$ cat config.mk
export PLATFORM = sky130hd
export DESIGN_NAME = uart_frame_tx
export DESIGN_NICKNAME = d
export VERILOG_FILES = /design/src/rtl/uart_pkg.sv /design/src/rtl/uart_tx_fifo.sv /design/src/rtl/uart_frame_tx.sv
export SDC_FILE = /design/constraint.sdc
export NUM_CORES = 1
export LEC_CHECK = 0
export ABC_AREA = 1
export CAP_MARGIN = 40
export CORE_MARGIN = 2
export CORE_UTILIZATION = 60
export CTS_CLUSTER_DIAMETER = 200
export CTS_CLUSTER_SIZE = 12
export DETAILED_ROUTE_END_ITERATION = 6
export GPL_TIMING_DRIVEN = 0
export PLACE_DENSITY_LB_ADDON = 0.3
export SYNTH_ARGS = -nofsm -noshare
export SYNTH_HDL_FRONTEND = slang
export SYNTH_SLANG_ARGS = --single-unit
$ cat constraint.sdc
create_clock -name CLOCK_50 -period 3.33 [get_ports CLOCK_50]
set_clock_uncertainty 0.1 [all_clocks]
set_input_delay 0.4995 -clock CLOCK_50 [delete_from_list [all_inputs] [get_ports CLOCK_50]]
set_output_delay 0.4995 -clock CLOCK_50 [all_outputs]
set_load 0.01 [all_outputs]
$ cat src/rtl/uart_pkg.sv
// uart_pkg: constants and helpers shared by the UART transmitter and receiver.
// SOF/EOF delimiters bracket every host-bound frame; the receiver parses the same values.
package uart_pkg;

    localparam logic [7:0] SOF_BYTE = 8'h00;
    localparam logic [7:0] EOF_BYTE = 8'hFF;

    typedef enum logic [1:0] {
        TX_IDLE  = 2'd0,
        TX_START = 2'd1,
        TX_DATA  = 2'd2,
        TX_STOP  = 2'd3
    } tx_state_t;

    // Clocks per bit cell, truncating division (434 for 50 MHz / 115200).
    function automatic int clks_per_bit(input int clk_freq, input int baud);
        return clk_freq / baud;
    endfunction

endpackage

$ cat src/rtl/uart_tx_fifo.sv
// uart_tx_fifo: synchronous FIFO with occupancy count.
// DEPTH must be a power of two so the pointers wrap naturally.
module uart_tx_fifo #(
    parameter int WIDTH = 9,
    parameter int DEPTH = 16
)(
    input  logic                     clk,
    input  logic                     reset_n,
    input  logic                     push,
    input  logic [WIDTH-1:0]         wr_data,
    input  logic                     pop,
    output logic [WIDTH-1:0]         rd_data,
    output logic                     full,
    output logic                     empty,
    output logic [$clog2(DEPTH):0]   count
);
    localparam int AW = $clog2(DEPTH);
    localparam int CW = AW + 1;
    localparam logic [CW-1:0] FULL_COUNT = CW'(DEPTH);
    localparam logic [CW-1:0] CNT_ONE    = CW'(1);
    localparam logic [AW-1:0] PTR_ONE    = AW'(1);

    logic [WIDTH-1:0] mem_r [DEPTH];
    logic [AW-1:0]    wr_ptr_r;
    logic [AW-1:0]    rd_ptr_r;
    logic [CW-1:0]    count_r;
    logic             push_ok_s;
    logic             pop_ok_s;

    // Full/empty come from the pre-edge count, so a push into a full FIFO is refused
    assign full      = (count_r == FULL_COUNT);
    assign empty     = (count_r == {CW{1'b0}});
    assign push_ok_s = push & ~full;
    assign pop_ok_s  = pop & ~empty;
    assign rd_data   = mem_r[rd_ptr_r];
    assign count     = count_r;

    // Storage array; contents need no reset because the pointers define validity
    always_ff @(posedge clk) begin
        if (push_ok_s) begin
            mem_r[wr_ptr_r] <= wr_data;
        end
    end

    // Pointer and occupancy bookkeeping; push+pop together leaves the count alone
    always_ff @(posedge clk or negedge reset_n) begin
        if (!reset_n) begin
            wr_ptr_r <= {AW{1'b0}};
            rd_ptr_r <= {AW{1'b0}};
            count_r  <= {CW{1'b0}};
        end else begin
            if (push_ok_s) begin
                wr_ptr_r <= wr_ptr_r + PTR_ONE;
            end
            if (pop_ok_s) begin
                rd_ptr_r <= rd_ptr_r + PTR_ONE;
            end
            case ({push_ok_s, pop_ok_s})
                2'b10:   count_r <= count_r + CNT_ONE;
                2'b01:   count_r <= count_r - CNT_ONE;
                default: count_r <= count_r;
            endcase
        end
    end

endmodule

$ cat src/rtl/uart_frame_tx.sv
// uart_frame_tx: 8N1 UART transmitter (LSB first) fed from an input FIFO.
// Define UART_TX_FRAMING_EN to wrap each frame in SOF (0x00) / EOF (0xFF) bytes;
// without it the block is a raw byte transmitter and tx_last is ignored.
module uart_frame_tx #(
    parameter int CLK_FREQ   = 50000000,
    parameter int BAUD       = 115200,
    parameter int FIFO_DEPTH = 16,
    parameter int STOP_BITS  = 1
)(
    input  logic                          CLOCK_50,
    input  logic                          reset_n,
    input  logic [7:0]                    tx_data,
    input  logic                          tx_last,
    input  logic                          tx_valid,
    output logic                          tx_ready,
    output logic                          Tx,
    output logic                          busy,
    output logic [$clog2(FIFO_DEPTH):0]   fifo_count,
    output logic                          err_reserved
);
    import uart_pkg::*;

    localparam int CPB       = clks_per_bit(CLK_FREQ, BAUD);
    localparam int STOP_CLKS = CPB * STOP_BITS;
    localparam int BCW       = $clog2(STOP_CLKS + 1);
    localparam int CW        = $clog2(FIFO_DEPTH) + 1;
    localparam logic [BCW-1:0] BIT_END  = BCW'(CPB - 1);
    localparam logic [BCW-1:0] STOP_END = BCW'(STOP_CLKS - 1);
    localparam logic [BCW-1:0] BAUD_ONE = BCW'(1);

    tx_state_t       state_r;
    tx_state_t       state_next_s;
    logic [BCW-1:0]  baud_cnt_r;
    logic [2:0]      bit_idx_r;
    logic [7:0]      shift_r;
    logic            tx_r;
    logic            tx_next_s;
    logic            baud_end_s;
    logic            stop_end_s;
    logic            load_s;
    logic            pop_s;
    logic            src_avail_s;
    logic            src_pop_s;
    logic [7:0]      src_byte_s;
    logic            accept_s;
    logic            push_s;
    logic [8:0]      push_data_s;
    logic [8:0]      fifo_rd_s;
    logic            fifo_full_s;
    logic            fifo_empty_s;
    logic [CW-1:0]   count_s;

    uart_tx_fifo #(
        .WIDTH (9),
        .DEPTH (FIFO_DEPTH)
    ) u_fifo (
        .clk     (CLOCK_50),
        .reset_n (reset_n),
        .push    (push_s),
        .wr_data (push_data_s),
        .pop     (pop_s),
        .rd_data (fifo_rd_s),
        .full    (fifo_full_s),
        .empty   (fifo_empty_s),
        .count   (count_s)
    );

    assign accept_s   = tx_valid & ~fifo_full_s;
    assign tx_ready   = ~fifo_full_s;
    assign fifo_count = count_s;
    assign busy       = (state_r != TX_IDLE) | (count_s != {CW{1'b0}});
    assign Tx         = tx_r;
    assign baud_end_s = (baud_cnt_r == BIT_END);
    assign stop_end_s = (baud_cnt_r == STOP_END);
    assign load_s     = (state_next_s == TX_START) &&
                        ((state_r == TX_IDLE) || (state_r == TX_STOP));
    assign pop_s      = load_s & src_pop_s;

`ifdef UART_TX_FRAMING_EN
    logic sof_pending_r;
    logic eof_pending_r;
    logic err_r;
    logic reserved_s;

    // Next line byte: a pending EOF wins, then SOF ahead of queued payload, then payload
    always_comb begin
        src_avail_s = 1'b0;
        src_pop_s   = 1'b0;
        src_byte_s  = fifo_rd_s[7:0];
        if (eof_pending_r) begin
            src_avail_s = 1'b1;
            src_byte_s  = EOF_BYTE;
        end else if (!fifo_empty_s) begin
            src_avail_s = 1'b1;
            if (sof_pending_r) begin
                src_byte_s = SOF_BYTE;
            end else begin
                src_pop_s  = 1'b1;
                src_byte_s = fifo_rd_s[7:0];
            end
        end else begin
            src_avail_s = 1'b0;
        end
    end

    // Delimiter values are swallowed; a delimiter flagged last queues a bare EOF marker {1,FF}
    always_comb begin
        reserved_s  = (tx_data == SOF_BYTE) || (tx_data == EOF_BYTE);
        push_s      = accept_s;
        push_data_s = {tx_last, tx_data};
        if (reserved_s) begin
            push_s      = accept_s & tx_last;
            push_data_s = {1'b1, EOF_BYTE};
        end else begin
            push_s      = accept_s;
            push_data_s = {tx_last, tx_data};
        end
    end

    // Frame bookkeeping, advanced whenever a byte is loaded into the shifter
    always_ff @(posedge CLOCK_50 or negedge reset_n) begin
        if (!reset_n) begin
            sof_pending_r <= 1'b1;
            eof_pending_r <= 1'b0;
        end else if (load_s) begin
            if (eof_pending_r) begin
                eof_pending_r <= 1'b0;
                sof_pending_r <= 1'b1;
            end else if (sof_pending_r) begin
                sof_pending_r <= 1'b0;
            end else if (fifo_rd_s[8]) begin
                if (fifo_rd_s[7:0] == EOF_BYTE) begin
                    sof_pending_r <= 1'b1;
                end else begin
                    eof_pending_r <= 1'b1;
                end
            end
        end
    end

    // One-cycle flag for a delimiter value offered as payload
    always_ff @(posedge CLOCK_50 or negedge reset_n) begin
        if (!reset_n) begin
            err_r <= 1'b0;
        end else begin
            err_r <= accept_s & reserved_s;
        end
    end

    assign err_reserved = err_r;
`else
    logic unused_last_s;

    // Raw mode: every accepted byte is queued and sent unchanged
    always_comb begin
        src_avail_s = ~fifo_empty_s;
        src_pop_s   = 1'b1;
        src_byte_s  = fifo_rd_s[7:0];
        push_s      = accept_s;
        push_data_s = {tx_last, tx_data};
    end

    assign unused_last_s = fifo_rd_s[8];
    assign err_reserved  = 1'b0;
`endif

    // FSM state register
    always_ff @(posedge CLOCK_50 or negedge reset_n) begin
        if (!reset_n) begin
            state_r <= TX_IDLE;
        end else begin
            state_r <= state_next_s;
        end
    end

    // FSM next state; STOP chains straight into START when another byte is ready
    always_comb begin
        state_next_s = state_r;
        case (state_r)
            TX_IDLE: begin
                if (src_avail_s) state_next_s = TX_START;
                else             state_next_s = TX_IDLE;
            end
            TX_START: begin
                if (baud_end_s) state_next_s = TX_DATA;
                else            state_next_s = TX_START;
            end
            TX_DATA: begin
                if (baud_end_s && (bit_idx_r == 3'd7)) state_next_s = TX_STOP;
                else                                   state_next_s = TX_DATA;
            end
            TX_STOP: begin
                if (stop_end_s && src_avail_s)  state_next_s = TX_START;
                else if (stop_end_s)            state_next_s = TX_IDLE;
                else                            state_next_s = TX_STOP;
            end
            default: state_next_s = TX_IDLE;
        endcase
    end

    // FSM output: line level implied by the current state, registered below
    always_comb begin
        tx_next_s = 1'b1;
        case (state_r)
            TX_START: tx_next_s = 1'b0;
            TX_DATA:  tx_next_s = shift_r[bit_idx_r];
            TX_STOP:  tx_next_s = 1'b1;
            TX_IDLE:  tx_next_s = 1'b1;
            default:  tx_next_s = 1'b1;
        endcase
    end

    // Registered line driver; reset forces idle-high at once
    always_ff @(posedge CLOCK_50 or negedge reset_n) begin
        if (!reset_n) begin
            tx_r <= 1'b1;
        end else begin
            tx_r <= tx_next_s;
        end
    end

    // Baud/bit counters and shift register; the baud counter restarts on every state entry
    always_ff @(posedge CLOCK_50 or negedge reset_n) begin
        if (!reset_n) begin
            baud_cnt_r <= {BCW{1'b0}};
            bit_idx_r  <= 3'd0;
            shift_r    <= 8'h00;
        end else begin
            if (load_s) begin
                shift_r <= src_byte_s;
            end
            case (state_r)
                TX_START: begin
                    baud_cnt_r <= baud_end_s ? {BCW{1'b0}} : baud_cnt_r + BAUD_ONE;
                    bit_idx_r  <= 3'd0;
                end
                TX_DATA: begin
                    if (baud_end_s) begin
                        baud_cnt_r <= {BCW{1'b0}};
                        bit_idx_r  <= bit_idx_r + 3'd1;
                    end else begin
                        baud_cnt_r <= baud_cnt_r + BAUD_ONE;
                    end
                end
                TX_STOP: begin
                    baud_cnt_r <= stop_end_s ? {BCW{1'b0}} : baud_cnt_r + BAUD_ONE;
                    bit_idx_r  <= 3'd0;
                end
                default: begin
                    baud_cnt_r <= {BCW{1'b0}};
                    bit_idx_r  <= 3'd0;
                end
            endcase
        end
    end

endmodule

==> flow_summary.json <==
{
  "hold_viol": 0,
  "clock_tree.htree_level_count": 4,
  "yosys_most_used_dff": "sky130_fd_sc_hd__edfxtp_1",
  "ant_nets": 0,
  "placement.io_buffers": 18,
  "relSlewSlack_pct": 37.7,
  "final.setup.tns_ps": 0,
  "fp.coreArea_mm2": 0.0119,
  "drt-initial-drc-count": 580,
  "timing.max_cap.violations": 0,
  "tritoncts": "done",
  "rsz0062_at_grt": "no",
  "grt_pass1_wl_um": 24500,
  "drt_drc_violations_left": 2,
  "min-delay-path-class": "input port to async pin",
  "critPathCaptureType": "flip-flop",
  "ctsRootBufferMaster": "sky130_fd_sc_hd__clkbuf_16",
  "path_class": "flip-flop to flip-flop",
  "globalplace.congestion": 0.880,
  "drt-pass1-iter-count": 7,
  "die-height_um": 114,
  "maximum_number_of_pins_on_one_net_before_global_route_repair": 37,
  "die_area_mm2": 0.0129,
  "synthArstFlopShare_pct": 22.0,
  "critical_path.startpoint_type": "flip-flop",
  "die_width_um": 114,
  "finalNetCount": 714,
  "routed_wl_um": 15500,
  "regToRegSetupSlack_ps": 270,
  "layout-drive-gt1-share_pct": 10.8,
  "gr-total-overflow": 0,
  "area_growth_syn_to_layout_pct": 13.6,
  "synth_warnings": 0,
  "cts_num_sinks": 164,
  "ir_drop_v": 0.000703,
  "post-dp-hpwl_um": 10400,
  "average_routed_wire_per_standard_cell_um": 18.4,
  "run_status": "finished with violations",
  "mostFrequentLayoutCell": "sky130_fd_sc_hd__edfxtp_1",
  "utilization_pct": 68.9,
  "placedInstanceArea_mm2": 0.00757,
  "tightestPinTransition_ps": 931,
  "synth_cell_types": 39,
  "initial_utilization_pct": 60.7,
  "layout.cells.most_common_list": "128 x sky130_fd_sc_hd__edfxtp_1, 104 x sky130_fd_sc_hd__nor2_1, 90 x sky130_fd_sc_hd__o21ai_0",
  "max_freq_ghz": 0.327,
  "grt.total_usage_pct": 25.5,
  "floorplan.rows": 40,
  "io_pins": 21,
  "seq_total_area_yosys_pct": 65.9,
  "syn_inst_count": 642,
  "synth-seq-cells": 164,
  "cts.reportedPaths.clkPinSlew_ps": 70,
  "design_area_mm2": 0.00818,
  "period_minus_slack_ps": 3060,
  "number_of_global_route_vias_before_repair": 4772,
  "max-clock-path-buffers": 2,
  "final-setup-viol-count": 0,
  "fin_crit_sh_pct": 91.9,
  "clk_latency_ps": 420,
  "post_drt_via_cell_ratio": 5.84,
  "antenna_violations_before_repair": 0,
  "r2r_depth": 19,
  "average_cell_area_after_synthesis_um2": 11.2,
  "regToRegStartpoint": "bit_idx_r[0]",
  "p_leak_nw": 3.14,
  "diodes": 0,
  "synth_enable_flop_cells": 128,
  "synthesis.nets": 673,
  "hold_buffers": 0,
  "timing.critical_path.fanout_max": 6,
  "netlist_area_mm2": 0.00720,
  "via_count": 4922,
  "crit_required_ps": 3530,
  "critical_path.reg2reg.endpoint": "u_fifo.count[4]",
  "arrival_time_of_data_at_the_critical_path_endpoint_ps": 3260,
  "power_density_mw_per_mm2": 840,
  "violations": "design-rule violations",
  "cts_buffers": 17,
  "finalMaxSlewViolations": 0
}
## cells in the mapped netlist (9+ instances only)
cell / number / area (um2)
sky130_fd_sc_hd__o211ai_1: 15 / 113
sky130_fd_sc_hd__edfxtp_1: 128 / 3840
sky130_fd_sc_hd__clkbuf_1: 15 / 56.3
sky130_fd_sc_hd__o21ai_0: 90 / 450
sky130_fd_sc_hd__nor2_1: 104 / 390
sky130_fd_sc_hd__nand3_1: 26 / 130
sky130_fd_sc_hd__a21oi_1: 19 / 95.1
sky130_fd_sc_hd__ha_1: 18 / 225
sky130_fd_sc_hd__inv_1: 44 / 165
sky130_fd_sc_hd__dfrtp_1: 35 / 876
sky130_fd_sc_hd__nand2_1: 79 / 297
sky130_fd_sc_hd__buf_2: 9 / 45.0
## kinds of logic (layout without fill, tap and decap cells)
| family | after synthesis | count (layout) | share of synthesized area, % |
|---|---|---|---|
| AOI/OAI and AO/OA | 138 | 138 | 10.7 |
| xor gates and xnor gates | 9 | 9 | 1.10 |
| adders and majority gates | 19 | 19 | 3.41 |
| buffers and inverters | 74 | 128 | 4.35 |
| DFF | 164 | 164 | 65.9 |
| other | 1 | 1 | 0.0521 |
| and+or+nand+nor | 237 | 237 | 14.4 |
## cell type report
cell class / count / area [um2]
repair buffers: 22 / 205
multi-input cells: 404 / 2150
well taps: 147 / 184
flip-flops and latches: 164 / 4750
clock buffers: 18 / 429
clock inverters: 14 / 153
fillers: 840 / 3680
inverters: 47 / 176
plain buffers: 27 / 136
## timing repair
| action | 4_1_cts | 5_1_grt |
|---|---|---|
| endpoints found under the setup margin | 0 | 1 |
| resized for setup | 0 | 2 |
| buffers inserted | 0 | 0 |
## per-layer routing
metal	share of wire, %	routed length (um)	vias to the layer above	GRT usage [%]
li1	-	-	2297	-
met1	40	6210	2365	33.7
met2	49	7610	227	41.0
met3	8.4	1300	33	6.59
met4	2.6	405	0	10.3
met5	0	0	-	0
## registers in the layout, summed over array words and instances (netlist names)
register / count
Tx: 1
u_fifo.count: 5
u_fifo.rd_ptr_r: 4
baud_cnt_r: 9
state_r: 2
bit_idx_r: 3
u_fifo.mem_r: 128
u_fifo.wr_ptr_r: 4
shift_r: 8
## through the flow
stage,hold slack [ps],total power [mW],setup slack [ps],instances
final,72.1,6.87,269,843
after global routing,135,7.25,13.6,843
after CTS,90.9,6.85,160,841
after detailed placement,366,4.94,189,809
after global placement,365,4.84,300,807
after floorplan,104,4.23,574,642
## worst max path at each step
stage | startpoint | to | slack (ps)
after floorplan | bit_idx_r[0] | u_fifo.count[4] | 570
after global placement | bit_idx_r[0] | u_fifo.count[4] | 300
after detailed placement | state_r[0] | u_fifo.count[4] | 190
after CTS | state_r[0] | u_fifo.count[4] | 160
after global routing | state_r[0] | u_fifo.count[4] | 10
final | bit_idx_r[0] | u_fifo.count[4] | 270
## worst max-delay path, stage by stage, from the launching register on
cell,delay (ps)
sky130_fd_sc_hd__dfrtp_1,440
sky130_fd_sc_hd__ha_1,230
sky130_fd_sc_hd__ha_1,180
sky130_fd_sc_hd__nand2_1,60
sky130_fd_sc_hd__inv_1,40
sky130_fd_sc_hd__nand3_1,80
sky130_fd_sc_hd__nand3_2,110
sky130_fd_sc_hd__nor2_4,110
sky130_fd_sc_hd__nor2_4,50
sky130_fd_sc_hd__nand3_2,130
sky130_fd_sc_hd__inv_1,70
sky130_fd_sc_hd__ha_1,250
sky130_fd_sc_hd__ha_1,340
sky130_fd_sc_hd__nand2_1,90
sky130_fd_sc_hd__nor2_1,50
sky130_fd_sc_hd__a211oi_1,250
sky130_fd_sc_hd__nand2_1,100
sky130_fd_sc_hd__nand2_1,70
sky130_fd_sc_hd__nor2_1,50
sky130_fd_sc_hd__xor2_1,130
## where the power goes
group	switching, mW	total [mW]	leakage, nW	internal [mW]
clock	0.803	1.92	0.277	1.11
sequential	0.177	2.72	1.60	2.54
combinational	1.51	2.24	1.26	0.729
total	2.49	6.87	3.14	4.38
No activity file was read; power rests on OpenSTA's default activity.
